**src/rtl/axis_master_gen.sv**
```systemverilog
// AXI-Stream traffic master: emits a programmed number of packets with
// configurable length, tail keep, payload pattern and valid throttle.
module axis_master_gen #(
  parameter int unsigned DATA_WD      = 32,
  parameter int unsigned DATA_BYTE_WD = DATA_WD / 8,
  parameter int unsigned BYTE_CNT_WD  = $clog2(DATA_BYTE_WD),
  parameter int unsigned LEN_WD       = 8,
  parameter int unsigned PKT_WD       = 16,
  parameter logic [31:0] LFSR_SEED    = 32'hACE1_2B3D
) (
  input  logic                    clk,
  input  logic                    rst,
  input  logic                    start,
  input  logic                    cfg_mode,
  input  logic [LEN_WD-1:0]       cfg_burst_len,
  input  logic [PKT_WD-1:0]       cfg_pkt_num,
  input  logic [BYTE_CNT_WD:0]    cfg_tail_bytes,
  input  logic [3:0]              cfg_throttle,
  output logic                    busy,
  output logic                    done,
  output logic [PKT_WD-1:0]       pkt_cnt,
  output logic                    valid_m,
  output logic [DATA_WD-1:0]      data_m,
  output logic [DATA_BYTE_WD-1:0] keep_m,
  output logic                    last_m,
  input  logic                    ready_m
);

  typedef enum logic [1:0] {IDLE, RUN, DONE} state_t;

  localparam logic [15:0] THR_SEED = LFSR_SEED[15:0];

  state_t state, state_nxt;

  logic                 mode_q;
  logic [LEN_WD-1:0]    len_q;
  logic [PKT_WD-1:0]    pkt_num_q;
  logic [BYTE_CNT_WD:0] tail_q;
  logic [3:0]           thr_q;

  logic [LEN_WD-1:0]    beat_idx;
  logic [PKT_WD-1:0]    ld_pkt;
  logic [7:0]           byte_cnt;
  logic [31:0]          dlfsr;
  logic [15:0]          tlfsr;

  // Galois data LFSR, taps 32,22,2,1
  function automatic logic [31:0] dstep(input logic [31:0] v);
    return (v >> 1) ^ (v[0] ? 32'h8020_0003 : 32'h0);
  endfunction

  // Fibonacci throttle LFSR, x^16+x^14+x^13+x^11+1
  function automatic logic [15:0] tstep(input logic [15:0] v);
    return {v[14:0], v[15] ^ v[13] ^ v[12] ^ v[10]};
  endfunction

  // The beat loaded on the start cycle is built from the raw cfg inputs and
  // fresh run state; later beats use the latched copies.
  logic                 first, hs, slot, more, load, beat_last;
  logic                 src_mode;
  logic [LEN_WD-1:0]    src_len, src_idx;
  logic [PKT_WD-1:0]    src_pkt_num, src_ldpkt, pkt_cnt_inc;
  logic [BYTE_CNT_WD:0] src_tail;
  logic [3:0]           src_thr, thr_val;
  logic [7:0]           src_b;
  logic [31:0]          src_lfsr;

  assign first       = (state == IDLE) && start;
  assign hs          = valid_m && ready_m;
  assign pkt_cnt_inc = pkt_cnt + PKT_WD'(1);

  // Select the configuration / run-state sources feeding the beat builder
  always_comb begin
    src_mode    = first ? cfg_mode : mode_q;
    src_len     = first ? ((cfg_burst_len == '0) ? LEN_WD'(1) : cfg_burst_len) : len_q;
    src_pkt_num = first ? cfg_pkt_num : pkt_num_q;
    src_tail    = first ? cfg_tail_bytes : tail_q;
    src_thr     = first ? cfg_throttle : thr_q;
    src_idx     = first ? '0 : beat_idx;
    src_ldpkt   = first ? '0 : ld_pkt;
    src_b       = first ? '0 : byte_cnt;
    src_lfsr    = first ? LFSR_SEED : dlfsr;
    thr_val     = first ? THR_SEED[3:0] : tlfsr[3:0];
    slot        = first || ((state == RUN) && (!valid_m || hs));
    more        = (src_ldpkt != src_pkt_num);
    load        = slot && more && (thr_val <= src_thr);
    beat_last   = (src_idx == src_len - LEN_WD'(1));
  end

  logic [DATA_WD-1:0]      beat_data;
  logic [DATA_BYTE_WD-1:0] beat_keep;
  int unsigned             tail_n;

  // Build payload and keep for the beat that would be loaded this cycle
  always_comb begin
    beat_data = '0;
    beat_keep = '1;
    if (src_tail == '0)
      tail_n = (src_lfsr % DATA_BYTE_WD) + 1;
    else if (32'(src_tail) > DATA_BYTE_WD)
      tail_n = DATA_BYTE_WD;
    else
      tail_n = 32'(src_tail);
    if (src_mode) begin
      for (int unsigned j = 0; j < DATA_WD / 32; j++)
        beat_data[32*j +: 32] = src_lfsr ^ (32'(j) * 32'h9E37_79B9);
    end else begin
      for (int unsigned k = 0; k < DATA_BYTE_WD; k++)
        beat_data[DATA_WD-1-8*k -: 8] = src_b + 8'(k);
    end
    for (int unsigned k = 0; k < DATA_BYTE_WD; k++)
      beat_keep[DATA_BYTE_WD-1-k] = !beat_last || (k < tail_n);
  end

  // State register
  always_ff @(posedge clk) begin
    if (rst) state <= IDLE;
    else     state <= state_nxt;
  end

  // Next-state decode and status outputs; a zero-packet run completes via
  // one RUN cycle with nothing pending, so done lands two cycles after start
  always_comb begin
    state_nxt = state;
    busy      = 1'b0;
    done      = 1'b0;
    unique case (state)
      IDLE: if (start) state_nxt = RUN;
      RUN: begin
        busy = 1'b1;
        if ((hs && last_m && (pkt_cnt_inc == pkt_num_q)) ||
            ((pkt_num_q == '0) && !valid_m))
          state_nxt = DONE;
      end
      DONE: begin
        done      = 1'b1;
        state_nxt = IDLE;
      end
      default: state_nxt = IDLE;
    endcase
  end

  // Config latch, LFSRs, beat counters and registered AXIS outputs.
  // The start cycle consumes the seed as its throttle draw, so the throttle
  // LFSR continues from the seed's successor.
  always_ff @(posedge clk) begin
    if (rst) begin
      mode_q    <= 1'b0;
      len_q     <= '0;
      pkt_num_q <= '0;
      tail_q    <= '0;
      thr_q     <= '0;
      pkt_cnt   <= '0;
      beat_idx  <= '0;
      ld_pkt    <= '0;
      byte_cnt  <= '0;
      dlfsr     <= LFSR_SEED;
      tlfsr     <= THR_SEED;
      valid_m   <= 1'b0;
      data_m    <= '0;
      keep_m    <= '0;
      last_m    <= 1'b0;
    end else begin
      if (first) begin
        mode_q    <= cfg_mode;
        len_q     <= src_len;
        pkt_num_q <= cfg_pkt_num;
        tail_q    <= cfg_tail_bytes;
        thr_q     <= cfg_throttle;
        pkt_cnt   <= '0;
        tlfsr     <= tstep(THR_SEED);
      end else if (state == RUN) begin
        tlfsr <= tstep(tlfsr);
      end
      if (load) begin
        dlfsr    <= dstep(src_lfsr);
        byte_cnt <= src_b + 8'(DATA_BYTE_WD);
        ld_pkt   <= beat_last ? src_ldpkt + PKT_WD'(1) : src_ldpkt;
        beat_idx <= beat_last ? '0 : src_idx + LEN_WD'(1);
        valid_m  <= 1'b1;
        data_m   <= beat_data;
        keep_m   <= beat_keep;
        last_m   <= beat_last;
      end else begin
        if (first) begin
          dlfsr    <= LFSR_SEED;
          byte_cnt <= '0;
          ld_pkt   <= '0;
          beat_idx <= '0;
        end
        if (slot) valid_m <= 1'b0;
      end
      if ((state == RUN) && hs && last_m) pkt_cnt <= pkt_cnt_inc;
    end
  end

endmodule

```
**config.mk**
```make
export PLATFORM = sky130hd
export DESIGN_NAME = axis_master_gen
export DESIGN_NICKNAME = d
export VERILOG_FILES = /design/src/rtl/axis_master_gen.sv
export SDC_FILE = /design/constraint.sdc
export NUM_CORES = 1
export LEC_CHECK = 0
export ABC_CLOCK_PERIOD_IN_PS = 10600
export BUFFER_PORTS_ARGS = -buffer_cell sky130_fd_sc_hd__buf_2
export CAP_MARGIN = 20
export CORE_MARGIN = 1
export CORE_UTILIZATION = 40
export CTS_CLUSTER_DIAMETER = 80
export CTS_CLUSTER_SIZE = 8
export DETAILED_ROUTE_END_ITERATION = 8
export PLACE_DENSITY = 0.67
export SLEW_MARGIN = 10
export SYNTH_ARGS = -nofsm -noshare
export SYNTH_HDL_FRONTEND = slang
export SYNTH_SLANG_ARGS = --single-unit
```
**constraint.sdc**
```tcl
create_clock -name clk -period 10.6 [get_ports clk]
set_input_delay 0.53 -clock clk [delete_from_list [all_inputs] [get_ports clk]]
set_output_delay 0.53 -clock clk [all_outputs]
set_load 0.01 [all_outputs]
```
==> results.py, run 1 <==
metrics = {
    "run_status": {
        "status": "finished, final reports clean",
    },
    "clock_tree": {
        "ctsResizeCount": 0,
        "htree_levels": 4,
        "clkLatencyLatePin_ns": 0.43,
        "cts_made_buffers": 17,
        "root_buffer": "clkbuf_16",
        "cts.path.max_buffers": 2,
        "cts_sinks": 168,
        "cts_tree": "done",
        "clkSlewWorstSetupHoldPaths_ns": 0.06,
        "holdBufCountCts": 0,
        "post_cts_buffers": 0,
    },
    "drt": {
        "finalWirelength_um": 22800,
        "antenna_left": 0,
        "drc": 0,
        "via_per_inst": 5.59,
        "drtIter0Drc": 582,
        "dr.pass1.iters": 7,
        "vias": 7838,
        "wl_per_cell_um": 16.3,
    },
    "sta": {
        "skew_ns": 0.0125,
        "timing.fmax_ghz": 0.208,
        "maxSlewViolCount": 0,
        "finalHoldViolations": 0,
        "worst_pin_slew_ns": 0.997,
        "finalCriticalPeriod_ns": 4.80,
        "setup_viol": 0,
        "relSlewSlack_pct": 33.5,
        "rsz0062_at_grt": "false",
        "fin_crit_sh_pct": 45.3,
        "final.setup.tns_ns": 0,
    },
    "setup_path": {
        "end_kind": "flip-flop",
        "worst-path-buf-inv": 1,
        "critPathKind": "flip-flop to flip-flop",
        "critPathRequiredTime_ns": 10.94,
        "cpMostUsedCell": "a21oi_1",
        "critical_path.top_delay_family": "simple AND/OR/NAND/NOR gates",
        "path_max_fanout": 61,
        "cp.arrival_ns": 5.15,
        "worstSetupStartpointType": "flip-flop",
        "crit_chain": "or3b_4 -> buf_4 -> a311oi_1 -> o21bai_1 -> ha_1 -> nor2b_1 -> a21oi_1 -> or3b_2 -> a211oi_2 -> o211ai_4 -> or4_1 -> a21oi_1",
        "cpPeakStageDelay_ns": 0.68,
        "worst_path_max_delay_cell": "or3b_4",
    },
    "layout": {
        "diodes": 0,
        "multi_input_area_um2": 4760,
        "nets": 1169,
        "drive_above_1_share_pct": 13.3,
        "syn_to_final_growth_pct": 13.8,
        "fin_cells": 1401,
        "seq_area_um2": 3360,
        "fillers": 2032,
    },
    "synth": {
        "avgSynthCellArea_um2": 7.87,
        "ys_seq_elements": 168,
        "post-synth-top-area-cell": "dfxtp_1",
        "yosys_warnings": 0,
        "syn_nets": 1129,
        "ys_top_cells_by_area": "dfxtp_1 (40%), a21oi_1 (7.7%), nand2_1 (7.5%)",
        "synth-seq-area-share_pct": 39.6,
        "ys_types": 68,
        "syn_area_um2": 8490,
        "async_flop_share_pct": 0,
        "syn_inst": 1079,
        "ys.flop_type": "dfxtp_1",
        "synth-edff-count": 0,
        "synth_top_area_share_pct": 39.6,
    },
    "global_route": {
        "grt_pass1_vias": 7000,
        "overflow": 0,
        "grt_pass1_wl_um": 37000,
        "grt_max_degree": 94,
        "grt_antenna_before_repair": 0,
        "track_usage_pct": 21.3,
    },
    "place": {
        "dp_cells": 1369,
        "place_congestion": 0.891,
        "hpwlAfterDp_um": 15500,
        "io_buffers": 91,
    },
    "floorplanning": {
        "die-width_um": 148,
        "pin_count": 92,
        "chipHeight_um": 148,
        "core_um2": 20500,
        "die-area_um2": 21800,
        "start_util_pct": 41.4,
        "row_count": 52,
    },
    "power": {
        "p_leak_uw": 0.00372,
        "irDropWorstVdd_uv": 105,
        "cellPowerDensity_nw_per_um2": 179,
    },
    "min_path": {
        "hold_path_class": "input port to flip-flop",
    },
    "flow_run": {
        "drv_cap": 0,
    },
}
-- registers in the layout (all words and copies together), names as in the netlist --
| register | count |
|---|---|
| beat_idx | 8 |
| valid_m | 1 |
| state | 2 |
| len_q | 8 |
| keep_m | 4 |
| last_m | 1 |
| ld_pkt | 16 |
| tail_q | 3 |
| pkt_cnt | 16 |
| data_m | 32 |
| byte_cnt | 8 |
| mode_q | 1 |
| tlfsr | 16 |
| thr_q | 4 |
| dlfsr | 32 |
| pkt_num_q | 16 |
-- area by class of cell --
cell class	count	area share [%]
inverters	13	0.505
clock buffers	19	4.69
repair buffers	99	5.36
multi-input cells	820	49.3
well taps	270	3.50
clock inverters	12	1.80
flip-flops and latches	168	34.8
-- cells in the mapped netlist, drive strengths merged, types with 7 or more instances --
library cell  instances
nand2               170
dfxtp               168
a21oi               131
nor2                 91
clkbuf               56
nand3                54
xnor2                46
o21ai                41
nor3                 34
xor2                 27
buf                  22
o21bai               16
and2                 14
ha                   14
nand4                14
inv                  13
mux2i                13
nor4                 11
or3                  11
a211oi               10
and3                 10
o211ai               10
a31oi                 8
a221o                 7
a311oi                7
nand2b                7
-- path summary, 6_finish.rpt --
| kind | slack [ns] | endpoint | depth (start not counted) | start |
|---|---|---|---|---|
| setup / recovery | 5.80 | ld_pkt[7]$_SDFF_PP0_ | 12 | state[0]$_SDFFE_PP0P_ |
| hold reg to reg | 0.45 | tlfsr[15]$_SDFFE_PP0P_ | 2 | tlfsr[14]$_SDFFE_PP0P_ |
| setup reg to reg | 5.80 | ld_pkt[7]$_SDFF_PP0_ | 12 | state[0]$_SDFFE_PP0P_ |
| hold / removal | 0.34 | pkt_num_q[7]$_SDFF_PP0_ | 3 | cfg_pkt_num[7] |
-- kinds of logic after synthesis --
logic type / share of synthesized area, %
AOI/OAI and AO/OA: 19.6
and+or+nand+nor: 24.5
xor gates and xnor gates: 7.53
DFF: 39.6
muxes: 2.20
buffers and inverters: 4.39
adders and majority gates: 2.06
-- through the flow --
step                      setup slack, ns  util, %  instance area, um^2  total power (uW)  hold WS, ns
after CTS                            5.79     47.1                 9650              1740        0.333
after global placement               5.67     44.0                 9020              1070        0.441
after floorplan                      6.60        -                 8490               980        0.432
after detailed placement             5.64     44.0                 9020              1080        0.443
final                                5.80     47.1                 9660              1730        0.344
after global routing                 5.50     47.1                 9660              1810        0.345
-- placed cells by master (no fill, tap or decap), types with 13 or more instances in the layout --
master / n
dfxtp_1: 168
nand3_1: 54
nor2_1: 90
inv_1: 13
nor3_1: 34
buf_2: 90
and2_1: 14
nand4_1: 14
clkbuf_16: 17
mux2i_1: 13
o21bai_1: 16
o21ai_0: 34
a21oi_1: 131
ha_1: 14
xnor2_1: 46
xor2_1: 27
nand2_1: 169
-- power breakdown --
| group | internal, uW | leakage (uW) | total (uW) | switching [uW] |
|---|---|---|---|---|
| sequential | 688 | 0.00137 | 736 | 48.3 |
| clock | 405 | 0.000297 | 664 | 259 |
| combinational | 120 | 0.00205 | 331 | 211 |
| total | 1210 | 0.00372 | 1730 | 518 |
-- per-layer routing --
metal	wire length (um)	up-vias	share of wire, %	GRT usage (%)
met2	10400	198	46	32.5
met1	10800	3720	48	29.9
met4	441	0	1.9	7.11
met5	0	-	0	0
li1	-	3885	-	-
met3	1120	35	4.9	4.14
-- worst reg2reg max path, cell delays in order, from the launching register on --
cell and delay (ns):
dfxtp_1 0.43, or3b_4 0.69, buf_4 0.41, a311oi_1 0.52
o21bai_1 0.20, ha_1 0.29, nor2b_1 0.24, a21oi_1 0.09
or3b_2 0.46, a211oi_2 0.32, o211ai_4 0.33, or4_1 0.61
a21oi_1 0.15
No activity file was read; power rests on OpenSTA's default activity.
==> run 2: changes to the inputs <==
--- a/config.mk
+++ b/config.mk
@@ -5,7 +5,7 @@
 export SDC_FILE = /design/constraint.sdc
 export NUM_CORES = 1
 export LEC_CHECK = 0
-export ABC_CLOCK_PERIOD_IN_PS = 10600
+export ABC_CLOCK_PERIOD_IN_PS = 4500
 export BUFFER_PORTS_ARGS = -buffer_cell sky130_fd_sc_hd__buf_2
 export CAP_MARGIN = 20
 export CORE_MARGIN = 1
==> constraint.sdc (replaced) <==
create_clock -name clk -period 4.5 [get_ports clk]
set_input_delay 0.225 -clock clk [delete_from_list [all_inputs] [get_ports clk]]
set_output_delay 0.225 -clock clk [all_outputs]
set_load 0.01 [all_outputs]
==> run 2 against run 1 <==
Design area is 0.28% lower. Sequential power rose by 140%. Maximum frequency increased by 20%. Via count up 0.78%. Clock power is 100% higher. Largest cell class unchanged. Clock-buffer cell count decreased by 1. Routed wire length rose by 0.84%. Core utilization is 0.13 points lower.
==> results.py, run 2 (synthesized netlist as in run 1, its figures left out) <==
metrics = {
    "layout": {
        "seq_area_um2": 3360,
        "syn_to_final_growth_pct": 13.5,
        "post-route-util_pct": 47.0,
        "multi_input_area_um2": 4760,
        "nets": 1174,
        "drive_above_1_share_pct": 13.7,
        "largestRegisters": "data_m x32, dlfsr x32",
        "diodes": 0,
        "final_common_cell": "nand2_1",
        "fillers": 2085,
        "stdcell_area_um2": 9630,
        "mostFrequentLayoutCells": "nand2_1 (169), dfxtp_1 (168), a21oi_1 (131)",
    },
    "sta": {
        "worst_pin_slew_ns": 1.03,
        "finalCriticalPeriod_ns": 4.00,
        "setup_viol": 0,
        "rsz0062_at_grt": "false",
        "fin_crit_sh_pct": 88.9,
        "final.setup.tns_ns": 0,
        "skew_ns": 0.0198,
        "timing.fmax_ghz": 0.250,
        "maxSlewViolCount": 0,
        "relSlewSlack_pct": 29.5,
        "finalHoldViolations": 0,
    },
    "setup_path": {
        "end_kind": "flip-flop",
        "cp.arrival_ns": 4.35,
        "worst_path_max_delay_cell": "or4_1",
        "cpPeakStageDelay_ns": 0.61,
        "critical_path.top_delay_family": "simple AND/OR/NAND/NOR gates",
        "critPathRequiredTime_ns": 4.85,
        "crit_path_start": "state[0]$_SDFFE_PP0P_",
        "r2r-start": "state[0]$_SDFFE_PP0P_",
        "worstReg2RegEnd": "ld_pkt[15]$_SDFF_PP0_",
        "r2r_cells": 11,
        "worstSetupStartpointType": "flip-flop",
        "worst-path-buf-inv": 0,
        "cpMostUsedCell": "a21oi_1",
        "path_max_fanout": 34,
        "rrSetupSlack_ns": 0.50,
        "crit_end": "ld_pkt[15]$_SDFF_PP0_",
        "crit_chain": "or3b_4 -> a311oi_1 -> o21bai_1 -> ha_1 -> nor2b_1 -> a21oi_1 -> or3b_2 -> a211oi_2 -> o211ai_4 -> or4_1 -> a21oi_1",
        "worst-path-stages": 11,
        "critPathKind": "flip-flop to flip-flop",
    },
    "global_route": {
        "grt_pass1_wl_um": 37700,
        "grt_pass1_vias": 7101,
        "track_usage_pct": 21.6,
        "overflow": 0,
        "grt_max_degree": 103,
        "grt_antenna_before_repair": 0,
    },
    "clock_tree": {
        "clkLatencyLatePin_ns": 0.44,
        "post_cts_buffers": 0,
        "ctsResizeCount": 0,
        "cts.path.max_buffers": 2,
        "cts_tree": "done",
        "cts_made_buffers": 17,
        "cts_sinks": 168,
        "htree_levels": 4,
        "root_buffer": "clkbuf_16",
        "holdBufCountCts": 0,
        "clkSlewWorstSetupHoldPaths_ns": 0.07,
    },
    "drt": {
        "dr.pass1.iters": 5,
        "vias": 7899,
        "drtIter0Drc": 694,
        "finalWirelength_um": 23000,
        "antenna_left": 0,
        "drc": 0,
        "via_per_inst": 5.61,
        "wl_per_cell_um": 16.3,
    },
    "min_path": {
        "hold_path_class": "input port to flip-flop",
    },
    "power": {
        "power_uw": 3900,
        "cellPowerDensity_nw_per_um2": 405,
        "p_leak_uw": 0.00373,
        "irDropWorstVdd_uv": 243,
    },
    "place": {
        "io_buffers": 91,
        "hpwlAfterDp_um": 16100,
        "dpl_cell_area_um2": 9090,
        "place_congestion": 0.892,
    },
    "floorplanning": {
        "row_count": 52,
        "core_um2": 20500,
        "start_util_pct": 41.4,
        "die-area_um2": 21800,
        "die-width_um": 148,
        "pin_count": 92,
        "chipHeight_um": 148,
    },
    "run_status": {
        "status": "finished, final reports clean",
    },
    "flow_run": {
        "drv_cap": 0,
    },
}
## run 2: cell types whose count changed in the layout (fill, tap and decap cells not counted), moves of 2 or more
cell | before | now
clkinvlp_4 | 4 | 1
clkinv_2 | 3 | 7
inv_6 | 1 | 4
bufinv_16 | 4 | 0
buf_12 | 0 | 2
buf_4 | 9 | 12
## run 2: layer usage
metal	vias up	part of all wire, %	global-route usage (%)
li1	3898	-	-
met1	3739	48	30.7
met2	233	45	32.7
met3	29	6.3	4.20
met4	0	1.6	7.22
met5	-	0	0
## run 2: worst register-to-register path, cell delays in order (launching register included)
cell      delay [ns]
dfxtp_1         0.42
or3b_4          0.49
a311oi_1        0.35
o21bai_1        0.19
ha_1            0.29
nor2b_1         0.24
a21oi_1         0.09
or3b_2          0.46
a211oi_2        0.31
o211ai_4        0.33
or4_1           0.63
a21oi_1         0.15
## run 2: worst min-delay path by stage
stage	startpoint	to	cells after the start
after floorplan	cfg_burst_len[3]	len_q[3]$_SDFFE_PP0P_	2
after global placement	tlfsr[6]$_SDFFE_PP0P_	tlfsr[7]$_SDFFE_PP0P_	2
after detailed placement	data_m[13]$_SDFFE_PP0P_	data_m[13]$_SDFFE_PP0P_	2
after CTS	cfg_pkt_num[14]	pkt_num_q[14]$_SDFF_PP0_	3
after global routing	cfg_burst_len[4]	len_q[4]$_SDFFE_PP0P_	3
final	cfg_burst_len[6]	len_q[6]$_SDFFE_PP0P_	3
## run 2: layout make-up
| cell class | instances | share of cell area, % |
|---|---|---|
| Tap cell | 270 | 3.51 |
| Timing Repair Buffer | 104 | 6.03 |
| Inverter | 13 | 0.507 |
| Sequential cell | 168 | 34.9 |
| Clock buffer | 18 | 4.56 |
| Clock inverter | 14 | 1.01 |
| Multi-Input combinational cell | 820 | 49.5 |
## run 2: per-stage QoR
stage                     cells  hold WS [ns]  setup WS, ns
after floorplan            1079         0.361         0.576
after global placement     1375         0.437         0.677
after detailed placement   1375         0.441         0.577
after CTS                  1407        0.0214         0.529
after global routing       1407        0.0281         0.208
final                      1407        0.0369         0.499
## run 2: where the power goes
group	leakage (uW)	total [uW]	internal, uW	switching, uW
registers	0.00137	1730	1620	115
logic	0.00208	805	302	504
clock network	0.000272	1360	724	634
total	0.00373	3900	2650	1250
